<file path="config.mk">
export PLATFORM = sky130hd
export DESIGN_NAME = relogio_alarme_core
export DESIGN_NICKNAME = d
export VERILOG_FILES = /design/src/rtl/relogio_pkg.sv /design/src/rtl/relogio_prescaler.sv /design/src/rtl/relogio_alarme_core.sv
export SDC_FILE = /design/constraint.sdc
export NUM_CORES = 1
export LEC_CHECK = 0
export CAP_MARGIN = 20
export CORE_ASPECT_RATIO = 1.75
export CORE_MARGIN = 8
export CORE_UTILIZATION = 33
export CTS_CLUSTER_DIAMETER = 120
export DETAILED_ROUTE_END_ITERATION = 16
export GPL_TIMING_DRIVEN = 0
export SLEW_MARGIN = 20
export SYNTH_ARGS = -nofsm -noshare
export SYNTH_HDL_FRONTEND = slang
export SYNTH_SLANG_ARGS = --single-unit
</file>
<file path="constraint.sdc">
create_clock -name clk_100MHz -period 5.5 [get_ports clk_100MHz]
set_input_delay 1.375 -clock clk_100MHz [delete_from_list [all_inputs] [get_ports clk_100MHz]]
set_output_delay 1.375 -clock clk_100MHz [all_outputs]
set_load 0.005 [all_outputs]
</file>
<file path="src/rtl/relogio_pkg.sv">
// Shared types and helpers for the relogio_alarme_core clock/alarm slice.
// Optional snooze support is selected with the RELOGIO_SNOOZE_EN macro.
package relogio_pkg;

    // Adjust/alarm mode encoding, visible on modo_ajuste
    typedef enum logic [2:0] {
        MODO_RUN     = 3'd0,
        MODO_AJ_HORA = 3'd1,
        MODO_AJ_MIN  = 3'd2,
        MODO_AJ_SEG  = 3'd3,
        MODO_AL_HORA = 3'd4,
        MODO_AL_MIN  = 3'd5
    } modo_t;

    localparam logic [5:0] SEG_MAX = 6'd59;
    localparam logic [5:0] MIN_MAX = 6'd59;

    // Step a field by one in either direction, wrapping between 0 and max.
    // dir = 1 increments, dir = 0 decrements. No carry is produced.
    function automatic logic [5:0] wrap_inc_dec(
        input logic [5:0] value,
        input logic [5:0] max,
        input logic       dir
    );
        logic [5:0] res;
        if (dir) begin
            res = (value >= max) ? 6'd0 : value + 6'd1;
        end else begin
            res = (value == 6'd0) ? max : value - 6'd1;
        end
        return res;
    endfunction

endpackage

</file>
<file path="src/rtl/relogio_prescaler.sv">
// Divides the system clock down to a one-cycle-per-second tick.
// The count is forced to zero while hold is high (time frozen during
// adjust) and can be cleared when the seconds field is edited.
module relogio_prescaler #(
    parameter int CLK_FREQ_HZ = 100_000_000
) (
    input  logic clk_100MHz,
    input  logic reset,
    input  logic hold,
    input  logic clear,
    output logic tick_1hz
);

    localparam int CW = (CLK_FREQ_HZ > 1) ? $clog2(CLK_FREQ_HZ) : 1;
    localparam logic [CW-1:0] TERM = CW'(CLK_FREQ_HZ - 1);

    logic [CW-1:0] count;

    // Free-running divider with hold/clear and wrap at the terminal count
    always_ff @(posedge clk_100MHz) begin
        if (reset) begin
            count <= '0;
        end else if (hold || clear) begin
            count <= '0;
        end else if (count == TERM) begin
            count <= '0;
        end else begin
            count <= count + CW'(1);
        end
    end

    // The tick is the terminal-count cycle itself; suppressed while frozen
    assign tick_1hz = (count == TERM) && !hold;

endmodule

</file>
<file path="src/rtl/relogio_alarme_core.sv">
// Timekeeping core with button-driven adjust FSM, settable alarm with
// arming, ring timeout and (optionally) snooze.
// Optional feature macro: RELOGIO_SNOOZE_EN (btn_dec while ringing snoozes).
module relogio_alarme_core #(
    parameter int CLK_FREQ_HZ     = 100_000_000,
    parameter int HORAS_DIA       = 24,
    parameter int ALARM_TIMEOUT_S = 60,
    parameter int SNOOZE_MIN      = 5
) (
    input  logic       clk_100MHz,
    input  logic       reset,
    input  logic       btn_mode,
    input  logic       btn_inc,
    input  logic       btn_dec,
    output logic [5:0] segundos,
    output logic [5:0] minutos,
    output logic [5:0] horas,
    output logic [5:0] al_minutos,
    output logic [5:0] al_horas,
    output logic [2:0] modo_ajuste,
    output logic       alarme_armado,
    output logic       alarme_ativo,
    output logic       tick_1hz
);
    import relogio_pkg::*;

    localparam logic [5:0]     HORA_MAX = 6'(HORAS_DIA - 1);
    localparam int             TOW      = (ALARM_TIMEOUT_S > 1) ? $clog2(ALARM_TIMEOUT_S) : 1;
    localparam logic [TOW-1:0] TO_LAST  = TOW'(ALARM_TIMEOUT_S - 1);

    // State registers and their next values
    logic [5:0]     seg_cnt, seg_n;
    logic [5:0]     min_cnt, min_n;
    logic [5:0]     hora_cnt, hora_n;
    logic [5:0]     al_min, al_min_n;
    logic [5:0]     al_hora, al_hora_n;
    modo_t          modo, modo_n;
    logic           armado, armado_n;
    logic           ativo, ativo_n;
    logic [TOW-1:0] to_cnt, to_n;

`ifdef RELOGIO_SNOOZE_EN
    localparam int            SNOOZE_TICKS = SNOOZE_MIN * 60;
    localparam int            SW           = $clog2(SNOOZE_TICKS + 1);
    localparam logic [SW-1:0] SNOOZE_LOAD  = SW'(SNOOZE_TICKS);
    logic [SW-1:0] snz_cnt, snz_n;
    logic          snoozing, snoozing_n;
`endif

    // Decoded button actions: only the highest-priority pulse acts
    logic act_inc, act_dec, any_btn;
    logic hold_pre, clear_pre, modo_conta;
    logic consumed, alarm_match;

    assign act_inc    = btn_inc && !btn_mode;
    assign act_dec    = btn_dec && !btn_mode && !btn_inc;
    assign any_btn    = btn_mode || btn_inc || btn_dec;
    assign hold_pre   = (modo == MODO_AJ_HORA) || (modo == MODO_AJ_MIN) || (modo == MODO_AJ_SEG);
    assign modo_conta = (modo == MODO_RUN) || (modo == MODO_AL_HORA) || (modo == MODO_AL_MIN);
    assign clear_pre  = (modo == MODO_AJ_SEG) && (act_inc || act_dec) && !consumed;

    relogio_prescaler #(
        .CLK_FREQ_HZ(CLK_FREQ_HZ)
    ) u_prescaler (
        .clk_100MHz(clk_100MHz),
        .reset     (reset),
        .hold      (hold_pre),
        .clear     (clear_pre),
        .tick_1hz  (tick_1hz)
    );

    // Next-state logic: timebase carry chain, mode/field edits, alarm ring
    always_comb begin
        seg_n       = seg_cnt;
        min_n       = min_cnt;
        hora_n      = hora_cnt;
        al_min_n    = al_min;
        al_hora_n   = al_hora;
        modo_n      = modo;
        armado_n    = armado;
        ativo_n     = ativo;
        to_n        = to_cnt;
        alarm_match = 1'b0;
        consumed    = 1'b0;
`ifdef RELOGIO_SNOOZE_EN
        snz_n       = snz_cnt;
        snoozing_n  = snoozing;
`endif

        // Full carry chain resolves in one cycle (23:59:59 -> 00:00:00)
        if (tick_1hz) begin
            seg_n = wrap_inc_dec(seg_cnt, SEG_MAX, 1'b1);
            if (seg_cnt == SEG_MAX) begin
                min_n = wrap_inc_dec(min_cnt, MIN_MAX, 1'b1);
                if (min_cnt == MIN_MAX) begin
                    hora_n = wrap_inc_dec(hora_cnt, HORA_MAX, 1'b1);
                end else begin
                    hora_n = hora_cnt;
                end
            end else begin
                min_n = min_cnt;
            end
        end else begin
            seg_n = seg_cnt;
        end

        alarm_match = tick_1hz && armado && modo_conta && (seg_n == 6'd0) &&
                      (min_n == al_min) && (hora_n == al_hora);

        // A pulse that dismisses a ring (or cancels a snooze) does nothing else
`ifdef RELOGIO_SNOOZE_EN
        consumed = (ativo && any_btn) || (snoozing && (btn_mode || btn_inc));
`else
        consumed = ativo && any_btn;
`endif

        if (consumed) begin
            modo_n = modo;
        end else if (btn_mode) begin
            case (modo)
                MODO_RUN:     modo_n = MODO_AJ_HORA;
                MODO_AJ_HORA: modo_n = MODO_AJ_MIN;
                MODO_AJ_MIN:  modo_n = MODO_AJ_SEG;
                MODO_AJ_SEG:  modo_n = MODO_AL_HORA;
                MODO_AL_HORA: modo_n = MODO_AL_MIN;
                MODO_AL_MIN:  modo_n = MODO_RUN;
                default:      modo_n = MODO_RUN;
            endcase
        end else if (act_inc || act_dec) begin
            case (modo)
                MODO_RUN:     armado_n  = act_inc ? !armado : armado;
                MODO_AJ_HORA: hora_n    = wrap_inc_dec(hora_cnt, HORA_MAX, act_inc);
                MODO_AJ_MIN:  min_n     = wrap_inc_dec(min_cnt, MIN_MAX, act_inc);
                MODO_AJ_SEG:  seg_n     = wrap_inc_dec(seg_cnt, SEG_MAX, act_inc);
                MODO_AL_HORA: al_hora_n = wrap_inc_dec(al_hora, HORA_MAX, act_inc);
                MODO_AL_MIN:  al_min_n  = wrap_inc_dec(al_min, MIN_MAX, act_inc);
                default:      modo_n    = MODO_RUN;
            endcase
        end else begin
            modo_n = modo;
        end

        // Ring: dismiss on any pulse, otherwise time out after N ticks
        if (ativo) begin
            if (any_btn) begin
                ativo_n = 1'b0;
            end else if (tick_1hz) begin
                if (to_cnt == TO_LAST) begin
                    ativo_n = 1'b0;
                end else begin
                    to_n = to_cnt + TOW'(1);
                end
            end else begin
                ativo_n = ativo;
            end
        end else if (alarm_match) begin
            ativo_n = 1'b1;
            to_n    = '0;
        end else begin
            ativo_n = ativo;
        end

`ifdef RELOGIO_SNOOZE_EN
        // Snooze: btn_dec while ringing defers the ring by SNOOZE_MIN minutes
        if (ativo && act_dec) begin
            snoozing_n = 1'b1;
            snz_n      = SNOOZE_LOAD;
        end else if (snoozing) begin
            if (btn_mode || btn_inc) begin
                snoozing_n = 1'b0;
            end else if (tick_1hz) begin
                if (snz_cnt <= SW'(1)) begin
                    snoozing_n = 1'b0;
                    snz_n      = '0;
                    ativo_n    = 1'b1;
                    to_n       = '0;
                end else begin
                    snz_n = snz_cnt - SW'(1);
                end
            end else begin
                snoozing_n = snoozing;
            end
        end else begin
            snoozing_n = snoozing;
        end
`endif
    end

    // State register with synchronous reset to RUN and all-zero time/alarm
    always_ff @(posedge clk_100MHz) begin
        if (reset) begin
            seg_cnt  <= 6'd0;
            min_cnt  <= 6'd0;
            hora_cnt <= 6'd0;
            al_min   <= 6'd0;
            al_hora  <= 6'd0;
            modo     <= MODO_RUN;
            armado   <= 1'b0;
            ativo    <= 1'b0;
            to_cnt   <= '0;
`ifdef RELOGIO_SNOOZE_EN
            snz_cnt  <= '0;
            snoozing <= 1'b0;
`endif
        end else begin
            seg_cnt  <= seg_n;
            min_cnt  <= min_n;
            hora_cnt <= hora_n;
            al_min   <= al_min_n;
            al_hora  <= al_hora_n;
            modo     <= modo_n;
            armado   <= armado_n;
            ativo    <= ativo_n;
            to_cnt   <= to_n;
`ifdef RELOGIO_SNOOZE_EN
            snz_cnt  <= snz_n;
            snoozing <= snoozing_n;
`endif
        end
    end

    assign segundos      = seg_cnt;
    assign minutos       = min_cnt;
    assign horas         = hora_cnt;
    assign al_minutos    = al_min;
    assign al_horas      = al_hora;
    assign modo_ajuste   = modo;
    assign alarme_armado = armado;
    assign alarme_ativo  = ativo;

endmodule

</file>
# After elaboration in Yosys (flattened, before gate mapping)

Cells that the tools add are included.

Register bits after elaboration: 68
Input bits: 5
Output and inout bits: 36
Logic and storage cells: 132

Add/subtract/negate cells: 12
Magnitude comparators: 5
Eq/ne operators: 15
Muxes and demuxes: 47
Bitwise operators: 2
Reductions and logical operators: 41

Operators by type and width:

| operator                | count |
|---|---|
| $mux W6                 | 38 |
| $add A6 B1 Y6 const B   | 6 |
| $logic_not A6 Y1        | 6 |
| $sub A6 B1 Y6 const B   | 5 |
| $add A27 B1 Y27 const B | 1 |
| $eq A27 B27 Y1 const B  | 1 |
| $eq A6 B6 Y1 const B    | 3 |
| $ge A6 B6 Y1 const B    | 3 |
| $pmux W3 S5             | 1 |
| $eq A6 B6 Y1            | 2 |
| $ge A6 B5 Y1 const B    | 2 |
| $logic_and A1 B1 Y1     | 12 |
| $reduce_and A4 Y1       | 3 |
| $mux W3                 | 3 |
| $logic_or A1 B1 Y1      | 8 |
| $eq A3 B2 Y1 const B    | 2 |
| $eq A3 B3 Y1 const B    | 2 |
| $ne A2 B2 Y1 const B    | 3 |
| $reduce_or A6 Y1        | 1 |
| $logic_not A1 Y1        | 5 |
| $mux W1                 | 5 |
| $reduce_and A5 Y1       | 1 |
| $reduce_bool A2 Y1      | 2 |
| $eq A3 B1 Y1 const B    | 1 |
| 5 further kinds         | 6 |

# Depth between registers and ports, before layout

Gate-level depths: netlist (run 1).

Word-level depth: 12
Gate-level depth with buffers: 11

# Modules after synthesis

A second synthesis (run 1) with hierarchy kept.

Cell total of the unflattened synthesis: 681
Area, all modules: 5112.4 um^2

Modules (own cells, without submodules):

| module              | times used | cells an instance | area each (um^2) |
|---|---|---|---|
| relogio_alarme_core | 1          | 514               | 3744.8 |
| relogio_prescaler   | 1          | 167               | 1367.6 |

# Worst setup path after synthesis (run 1)

Ideal clock, no wire load.

Path type: register -> output
Start: reg u_prescaler.count[0]
End: out tick_1hz
Arrival time: 1.627 ns
Setup slack: 2.498 ns
Stages on the path, launching flop included: 6
Path buffers: 1
Path through: dfxtp_1 ha_1 and3_1 nand4_2 nor3_1 clkbuf_1

Cells in the longest elaborated chain, start to end: 2

RTL lines:

| element                | line                      | text |
|---|---|---|
| from (decl)            | relogio_prescaler.sv:17   | `logic [CW-1:0] count;` |
| from (signal assigned) | relogio_prescaler.sv:28   | `count <= count + CW'(1);` |
| $eq A27 B27 Y1         | relogio_prescaler.sv:33   | `assign tick_1hz = (count == TERM) && !hold;` |
| $logic_and A1 B1 Y1    | relogio_prescaler.sv:33   |  |
| to (decl)              | relogio_alarme_core.sv:23 | `output logic tick_1hz` |

No other way between the ends.

# Worst setup path after layout (run 1)

Ends and elaborated chain as after synthesis.

==> results of run 1 <==
-- routing by layer --
metal  routed length (um)  share of wire  vias to the layer above  GRT usage
li1                     -              -                     2429          -
met1                 5500           0.37                     2301      0.159
met2                 7990           0.53                      196      0.296
met3                  845          0.056                       52     0.0272
met4                  675          0.045                        0      0.107
met5                    0              0                        -          0
-- synth_stat cells (17+ instances only) --
| cell | number |
|---|---|
| a21oi_1 | 51 |
| clkbuf_1 | 40 |
| dfxtp_1 | 68 |
| ha_1 | 17 |
| inv_1 | 17 |
| nand2_1 | 52 |
| nand3_1 | 40 |
| nor2_1 | 89 |
| nor3_1 | 18 |
| o21ai_0 | 47 |
| xnor2_1 | 18 |
| xor2_1 | 37 |
-- cell type report --
| type | count | area share |
|---|---|---|
| repair buffers | 40 | 0.0693 |
| clock buffers | 10 | 0.0414 |
| flip-flops and latches | 68 | 0.236 |
| plain buffers | 46 | 0.0323 |
| multi-input cells | 523 | 0.555 |
| inverters | 17 | 0.0110 |
| clock inverters | 6 | 0.0162 |
| well taps | 180 | 0.0390 |
-- path summary, 6_finish.rpt --
kind	cells after the start	to	slack, ps
setup / recovery	6	tick_1hz	900
hold / removal	1	u_prescaler.count[0]	450
setup reg to reg	11	to_cnt[4]	1990
hold reg to reg	1	u_prescaler.count[0]	450
-- cell families (layout without fill, tap and decap cells) --
family,count (synthesis),count (layout),share of synthesized area
AND/OR/NAND/NOR,283,283,0.300
adder cells (fa/ha/maj),17,17,0.0441
buffers and inverters,63,119,0.0519
multiplexers,1,1,0.00208
flip-flops,68,68,0.283
XOR/XNOR,55,55,0.100
AO/OA/AOI/OAI,167,167,0.219
-- stage by stage --
step                      hold slack (ps)  instances  power (mW)
final                                 452        890        1.34
after global routing                  469        890        1.39
after detailed placement              443        874       0.686
after CTS                             452        890        1.34
after floorplan                       413        654       0.629
after global placement                426        874       0.684
-- registers in the layout, indices dropped and copies added, names as in the netlist --
name and flops:
segundos 6, alarme_armado 1, horas 6, alarme_ativo 1, minutos 6, to_cnt 6
u_prescaler.count 27, al_horas 6, al_minutos 6, modo_ajuste 3
-- worst max-delay path, delay by kind of cell, from the launching register on --
family        cells  cell delay (ps)
simple gates      3             1140
buf+inv           2             1130
fa+ha+maj         1              260
flops             1              350
-- power breakdown --
part	switching (mW)	leakage, nW	total (mW)	internal (mW)
clock network	0.245	0.160	0.659	0.414
registers	0.0138	0.549	0.516	0.503
logic	0.0976	1.33	0.161	0.0634
total	0.357	2.04	1.34	0.980
==> impl_results.md, run 1 <==
- Layout cells sized above 1: 0.0606
- Clk sinks: 68
- Class of the worst hold path: register to register
- Fmax: 0.217 GHz
- Predominant post-synthesis flop cell: dfxtp_1
- Final Hold Fails: 0
- Critical Path RT: 4120 ps
- Worst-Margin Slew: 1090 ps
- Core area: 14,300 sq um
- WS Path Type: register to output pin
- FF+latch area: 1360 sq um
- HP Start: u_prescaler.count[0]
- Final net count: 727
- Pleak: 2.04 nW
- Die ar.: 18,900 sq um
- EDFF count, synth: 0
- Register bit total from synthesis: 68
- Worst reg2reg startpoint: minutos[1]
- Post-route cell area: 5780 sq um
- Number of cell rows: 58
- Period utilization: 0.836
- Initial Utilization: 0.337
- Iter 0 DRT Violations: 303
- Slew Limit Fails: 0
- Resized cells post-CTS: 0
- Die W: 107 um
- H-tree depth: 3
- CP max FO: 10
- Syn Nets: 676
- Setup WS pre-CTS: 1280 ps
- Port Buf Inserts: 40
- Slowest-stage cell, CP: nor3_1
- Diodes inserted: 0
- Synth Instances: 654
- Unrepaired setup endpoints after global routing: no
- Yosys top cell by area: dfxtp_1
- Vias in the first global route: 5,006
- PwrDens: 231 nW/um^2
- Synth warn: 0
- WL/cell: 16.9 um
- Largest cells by area after synthesis: dfxtp_1 (28%), nor2_1 (6.9%), xor2_1 (6.7%)
- Final setup viols: 0
- Distinct cells, synth: 69
- Clock slew at reported path FFs: 60 ps
- Most frequent cells in the layout: nor2_1 (89), dfxtp_1 (68), nand2_1 (52), a21oi_1 (51), o21ai_0 (47)
- Hpwl dp: 11,300 um
- Max-cap violations: 0
- Setup Skew: 10.7 ps
- Post-Place Cell Area: 5440 sq um
- Crit-path cells: ha_1, and3_1, nand4_2, nor3_1, clkbuf_1, clkdlybuf4s50_1
- Multi-input gate area: 3210 sq um
- Post-CTS setup buffer count: 0
- Max_slew headroom: 0.269
- Pre-antenna DRT Iters: 7
- Startpoint types: register
- Largest stage delay on the critical path: 710 ps
- Status: finished, final reports clean
- Vias after detailed routing: 4,978
- Layout area overhead: 19.9%
- PnR worst setup slack: 902 ps
- Fin util: 0.404
- # IOs: 41
- Largest net degree at the start of global routing: 14
- Clk Latency, worst-skew pair: 340 ps
- Area fraction of the dominant cell type after synthesis: 0.283
- Total CTS buffers: 9
- Placer Congestion: 0.874
- Commonest non-fill, non-tap cell in the layout: nor2_1
- Max clock buf depth: 2
- Asr flop ratio synth: 0
- Filler cells: 1,437
- # DRC: 0
- WP data arrival: 3220 ps
- CTS tree: done
- Cts hold-fix bufs: 0
- All-layer global routing usage: 0.161
- Setup TNS Final: 0 ps
- Total wire length: 15,000 um
- Detail Route Antenna Nets: 0
- Cell Area, Synth: 4820 sq um
- GR Overflow Total: 0
- Die extent in y: 176 um
- Synth Area per Inst: 7.37 sq um
- Critical Path Start: u_prescaler.count[0]
- Post-DR vias/cell: 5.59
- CTS Root Cell: clkbuf_16
- Crit end category: output pin
- Tmin final: 4600 ps
- Initial antenna violation count: 0
- Maximum VDD drop: 140 uV
- Sequential area share after synthesis: 0.283
- First-pass GRT wire length: 24,400 um
Note: power is estimated with default switching activity, not from simulation.
==> run 2: changes to the inputs <==
==> constraint.sdc (replaced) <==
create_clock -name clk_100MHz -period 4.4 [get_ports clk_100MHz]
set_input_delay 1.1 -clock clk_100MHz [delete_from_list [all_inputs] [get_ports clk_100MHz]]
set_output_delay 1.1 -clock clk_100MHz [all_outputs]
set_load 0.005 [all_outputs]
==> run 2 against run 1 <==
Compared with the run above: via count about the same; critical path type unchanged; combinational power increased by 25%; non-clock buffer count unchanged; count of clock-buffer cells in the layout unchanged; clock power increased by 25%; sequential power increased by 25%; cell count unchanged; final area about the same; hold slack about the same.
==> impl_results.md, run 2 (synthesized netlist as in run 1, its figures left out) <==
- Status: finished, final reports clean
- Max clock buf depth: 2 (unchanged)
- GR Overflow Total: 0 (unchanged)
- Commonest non-fill, non-tap cell in the layout: nor2_1
- Total chip power: 1.67 mW (+25%)
- Cts hold-fix bufs: 0 (unchanged)
- Final Hold Fails: 0 (unchanged)
- Fin util: 0.404 (about the same)
- H-tree depth: 3 (unchanged)
- FF+latch area: 1360 sq um (unchanged)
- Layout cells sized above 1: 0.0620 (+0.00141)
- Hpwl dp: 11,300 um (unchanged)
- Unrepaired setup endpoints after global routing: no
- Combinational share of power: 0.121 (about the same)
- # IOs: 41 (unchanged)
- Crit end category: output pin
- Startpoint types: register
- Slew Limit Fails: 0 (unchanged)
- Global Route met1 Usage: 0.159 (unchanged)
- CTS tree: done
- Core area: 14,300 sq um (unchanged)
- Port Buf Inserts: 40 (unchanged)
- Period utilization: 0.928
- Worst reg2reg startpoint: minutos[1]
- Critical Path RT: 3300 ps (-820 ps)
- Clk Latency, worst-skew pair: 340 ps (about the same)
- Largest stage delay on the critical path: 620 ps (-90 ps)
- Pre-antenna DRT Iters: 4 (-3)
- Maximum VDD drop: 174 uV (+24%)
- Total wire length: 15,100 um (+0.29%)
- Final net count: 727 (unchanged)
- Max_slew headroom: 0.292 (+0.0227)
- All-layer global routing usage: 0.161 (unchanged)
- Setup Skew: 10.7 ps (+0.0491 ps)
- Max reg flops: 27 (unchanged)
- Crit-path cells: ha_1, and3_1, nand4_2, nor3_2, clkbuf_1, clkdlybuf4s50_1
- Flop pwr share: 0.387 (about the same)
- Total CTS buffers: 9 (unchanged)
- Post-CTS setup buffer count: 0 (unchanged)
- Max-cap violations: 0 (unchanged)
- Number of cell rows: 58 (unchanged)
- CTS Root Cell: clkbuf_16
- PwrDens: 289 nW/um^2 (+25%)
- Initial antenna violation count: 0 (unchanged)
- Initial Utilization: 0.337 (unchanged)
- Vias after detailed routing: 4,977 (-0.020%)
- NetSw: 444 uW (+24%)
- Worst R2R End: to_cnt[4]
- Worst R2R Path Depth: 11 (unchanged)
- Iter 0 DRT Violations: 310 (+2.3%)
- WP data arrival: 2980 ps (-240 ps)
- Pleak: 2.04 nW (about the same)
- Class of the worst hold path: register to register
- CP max FO: 10 (unchanged)
- Sw frac: 0.266 (-0.000810)
- Most frequent cells in the layout: nor2_1 (89), dfxtp_1 (68), nand2_1 (52), a21oi_1 (51), o21ai_0 (47)
- First-pass GRT wire length: 24,400 um (unchanged)
- Vias in the first global route: 5,006 (unchanged)
- Largest net degree at the start of global routing: 14 (unchanged)
- Final setup viols: 0 (unchanged)
- HP Start: u_prescaler.count[0]
- Post-DR vias/cell: 5.59 (about the same)
- Fmax: 0.245 GHz
- Multi-input gate area: 3210 sq um (+0.16%)
- M2 GR Usage: 0.296 (unchanged)
- Layout area overhead: 20.0% (about the same)
- Filler cells: 1,437 (unchanged)
- Clk pwr share: 0.492 (about the same)
- Internal power: 1.22 mW (+25%)
- # DRC: 0 (unchanged)
- Die ar.: 18,900 sq um (unchanged)
- GR Util met3: 0.0272 (unchanged)
- WL/cell: 16.9 um (+0.29%)
- Worst-Margin Slew: 1050 ps (-33.8 ps)
- Diodes inserted: 0 (unchanged)
- Detail Route Antenna Nets: 0 (unchanged)
- Die extent in y: 176 um (unchanged)
- Placer Congestion: 0.874 (unchanged)
- Tmin final: 4080 ps
- Setup TNS Final: 0 ps (unchanged)
- WS Path Type: register to output pin
- Hold path cells: 1 (unchanged)
- Resized cells post-CTS: 0 (unchanged)
- Clock slew at reported path FFs: 60 ps (about the same)
- R2R setup slack: 880 ps (-1110 ps)
- Die W: 107 um (unchanged)
- Slowest-stage cell, CP: clkdlybuf4s50_1
- Hold Path Sink: u_prescaler.count[0]
- Register with the most flip-flops: u_prescaler.count
- Clk sinks: 68 (unchanged)
- Most Crowded Layer GR: met2
-- run 2: cell types whose count changed in the layout (fill, tap and decap cells not counted) --
cell    before  now
nor3_2       0    1
nor3_1      18   17
-- run 2: power by group through the flow --
| stage | Sequential [mW] | Combinational (mW) | Clock, mW |
|---|---|---|---|
| CTS | 0.645 | 0.199 | 0.830 |
| floorplan | 0.654 | 0.131 | 0 |
| global route | 0.647 | 0.225 | 0.862 |
| finish | 0.645 | 0.202 | 0.821 |
| detailed placement | 0.659 | 0.199 | 0 |
| global placement | 0.658 | 0.197 | 0 |
-- run 2: cell type report --
| type | count | share of cell area |
|---|---|---|
| multi-input combinational | 523 | 0.556 |
| clock inverter | 6 | 0.0162 |
| buffer | 46 | 0.0322 |
| clock buffer | 10 | 0.0413 |
| tap | 180 | 0.0390 |
| timing repair buffer | 40 | 0.0692 |
| inverter | 17 | 0.0110 |
| sequential | 68 | 0.235 |
-- run 2: worst max path at each step --
stage | start | to
6_report | u_prescaler.count[0] | tick_1hz
5_1_grt | u_prescaler.count[0] | tick_1hz
4_1_cts | u_prescaler.count[0] | tick_1hz
3_5_place_dp | u_prescaler.count[0] | tick_1hz
3_3_place_gp | u_prescaler.count[0] | tick_1hz
2_1_floorplan | segundos[1] | to_cnt[2]
-- run 2: routing by layer --
metal | vias to the layer above | wire [um] | part of all wire
li1 | 2428 | - | -
met1 | 2321 | 5650 | 0.38
met2 | 175 | 8000 | 0.53
met3 | 53 | 734 | 0.049
met4 | 0 | 679 | 0.045
met5 | - | 0 | 0
-- run 2: worst max-delay path: cells and delay by family, from the launching register on --
family	cells	cell delay (ps)
and+or+nand+nor	3	920
buffers and inverters	2	1120
adders and majority gates	1	260
DFF	1	350
-- run 2: through the flow --
step | setup WS [ps] | hold WS [ps] | cells | instance area, sq um
final | 317 | 452 | 890 | 5780
after global routing | 103 | 469 | 890 | 5780
after CTS | 92.9 | 452 | 890 | 5780
after detailed placement | 456 | 443 | 874 | 5440
after global placement | 490 | 426 | 874 | 5440
after floorplan | 1500 | 413 | 654 | 4820
==> run 3: changes to the inputs <==
--- a/config.mk
+++ b/config.mk
@@ -6,7 +6,7 @@
 export NUM_CORES = 1
 export LEC_CHECK = 0
 export CAP_MARGIN = 20
-export CORE_ASPECT_RATIO = 1.75
+export CORE_ASPECT_RATIO = 1.5
 export CORE_MARGIN = 8
 export CORE_UTILIZATION = 33
 export CTS_CLUSTER_DIAMETER = 120
==> run 3 against run 2 <==
Compared with the run above: register-to-register slack gained 70 ps; global-route usage shrank 0.15 points; count of clock-buffer cells in the layout shrank 1; non-clock buffer count is the same; clock power shrank 16%; sequential share of layout area grew 0.15 points; final area shrank 0.63%; combinational power is essentially flat; largest power group unchanged; highest routed layer unchanged.
==> impl_results.md, run 3 (synthesized netlist as in run 1, its figures left out) <==
- Worst Path Buf+Inv: 2 (unchanged)
- Vias after detailed routing: 4,969 (-0.16%)
- # IOs: 41 (unchanged)
- Worst-Margin Slew: 1130 ps (+72.2 ps)
- First-pass GRT wire length: 24,000 um (-1.4%)
- Initial antenna violation count: 0 (unchanged)
- Delay-heaviest family, CP: buffers and inverters
- Iter 0 DRT Violations: 338 (+9.0%)
- Flop pwr share: 0.421 (+0.034)
- Final setup viols: 0 (unchanged)
- Tmin final: 4090 ps (+5.30 ps)
- Total CTS buffers: 9 (unchanged)
- R2R setup slack: 950 ps (+70 ps)
- WP data arrival: 2990 ps (about the same)
- PwrDens: 267 nW/um^2 (-7.5%)
- Initial Utilization: 0.335 (-0.00223)
- Cts hold-fix bufs: 0 (unchanged)
- Critical Path Start: u_prescaler.count[0]
- # DRC: 0 (unchanged)
- Hold Path Sink: u_prescaler.count[0]
- Status: finished, final reports clean
- PnR worst setup slack: 312 ps (-5.30 ps)
- Period utilization: 0.929 (+0.00121)
- GR Overflow Total: 0 (unchanged)
- H-tree depth: 3 (unchanged)
- NetSw: 443 uW (-0.33%)
- Fmax: 0.245 GHz (-0.13%)
- Post-Place Cell Area: 5460 sq um (+0.37%)
- Worst reg2reg startpoint: segundos[1]
- Final Hold Fails: 0 (unchanged)
- Commonest non-fill, non-tap cell in the layout: nor2_1
- Vias in the first global route: 4,834 (-3.4%)
- Register with the most flip-flops: u_prescaler.count
- Sw frac: 0.289 (+0.0224)
- Clk sinks: 68 (unchanged)
- Max clock buf depth: 2 (unchanged)
- Resized cells post-CTS: 0 (unchanged)
- Max reg flops: 27 (unchanged)
- Hold_ws: 448 ps (-4.11 ps)
- Critical Path RT: 3300 ps (about the same)
- Dpl cells: 890 (+1.8%)
- Clk Latency, worst-skew pair: 340 ps (about the same)
- Max_slew headroom: 0.243 (-0.0486)
- Die ar.: 18,800 sq um (-0.38%)
- Die extent in y: 164 um (-6.7%)
- Post-route cell area: 5750 sq um (-0.63%)
- Non-filler cells, final: 906 (+1.8%)
- Total wire length: 14,900 um (-1.3%)
- HP Start: u_prescaler.count[0]
- Setup WS pre-CTS: 499 ps (+42.5 ps)
- CTS Root Cell: clkbuf_16
- Layout cells sized above 1: 0.0620 (unchanged)
- Combinational share of power: 0.131 (+0.010)
- CP max FO: 10 (unchanged)
- Most frequent cells in the layout: nor2_1 (89), dfxtp_1 (68), nand2_1 (52), a21oi_1 (51), o21ai_0 (47)
- Internal power: 1.09 mW (-11%)
- Pre-antenna DRT Iters: 5 (+1)
- Slowest-stage cell, CP: clkdlybuf4s50_1
- WS Path Type: register to output pin
- WL/cell: 16.4 um (-3.0%)
- Placer Congestion: 0.908 (+3.9%)
- Worst R2R End: to_cnt[4]
- Post-DR vias/cell: 5.48 (-1.9%)
- Diodes inserted: 0 (unchanged)
- Port Buf Inserts: 40 (unchanged)
- Clk pwr share: 0.448 (-0.044)
- Maximum VDD drop: 164 uV (-5.8%)
- Largest stage delay on the critical path: 620 ps (about the same)
- Crit end category: output pin
- Pleak: 2.01 nW (-1.4%)
- Unrepaired setup endpoints after global routing: no
- CTS tree: done
- Hold path cells: 1 (unchanged)
- Die W: 115 um (+6.8%)
- Number of cell rows: 54 (-6.9%)
- Worst R2R Path Depth: 10 (-1)
- Clock slew at reported path FFs: 60 ps (about the same)
- Core area: 14,400 sq um (+0.67%)
- Hpwl dp: 11,100 um (-1.8%)
- All-layer global routing usage: 0.159 (-0.00147)
- Class of the worst hold path: register to register
- Startpoint types: register
- Slew Limit Fails: 0 (unchanged)
- Detail Route Antenna Nets: 0 (unchanged)
- Final net count: 727 (unchanged)
- Layout area overhead: 19.2%
- Max-cap violations: 0 (unchanged)
- Post-CTS setup buffer count: 0 (unchanged)
- Setup Skew: 8.43 ps (-2.29 ps)
- Largest net degree at the start of global routing: 14 (unchanged)
- Crit-path cells: ha_1, and3_1, nand4_2, nor3_2, clkbuf_1, clkdlybuf4s50_1
- Setup TNS Final: 0 ps (unchanged)
==> run 3: cell types whose count changed in the layout (fill, tap and decap cells not counted), sizes merged <==
cell	before	now
clkbuf	50	49
clkinv	1	3
clkinvlp	1	2
bufinv	2	0
==> run 3: how the worst max path moves through the flow <==
stage / to / depth (start not counted)
floorplan: to_cnt[2] / 10
global placement: tick_1hz / 6
detailed placement: tick_1hz / 6
CTS: tick_1hz / 6
global route: tick_1hz / 6
finish: tick_1hz / 6
==> run 3: area by class of cell <==
class,count,area [sq um]
clock buffer,9,225
fill,1488,8650
tap,196,245
sequential,68,1360
multi-input combinational,523,3210
clock inverter,7,51.3
timing repair buffer,40,400
inverter,17,63.8
buffer,46,186
==> run 3: layer usage <==
| metal | vias up | track usage | part of all wire |
|---|---|---|---|
| li1 | 2427 | - | - |
| met1 | 2317 | 0.170 | 0.39 |
| met2 | 171 | 0.288 | 0.51 |
| met3 | 54 | 0.0269 | 0.056 |
| met4 | 0 | 0.0924 | 0.045 |
| met5 | - | 0 | 0 |
==> run 3: power by group through the flow <==
stage	combinational (mW)	sequential [mW]	clock (mW)
after global routing	0.221	0.646	0.729
after global placement	0.195	0.658	0
after CTS	0.199	0.645	0.702
final	0.201	0.645	0.688
after detailed placement	0.198	0.658	0
after floorplan	0.131	0.654	0
==> run 3: worst register-to-register path, stage by stage (launching register included) <==
cell      delay, ps
dfxtp_1         510
ha_1            380
nand4_2         200
nor4_4          380
or4b_1          460
buf_2           170
a221o_2         290
o21ai_0         300
nand4_2         230
o21bai_1        330
nor2_1           90
==> run 3: through the flow <==
step | total power [mW] | utilization
after floorplan | 0.786 | -
after global placement | 0.853 | 0.380
after detailed placement | 0.857 | 0.380
after CTS | 1.55 | 0.399
after global routing | 1.60 | 0.399
final | 1.53 | 0.399
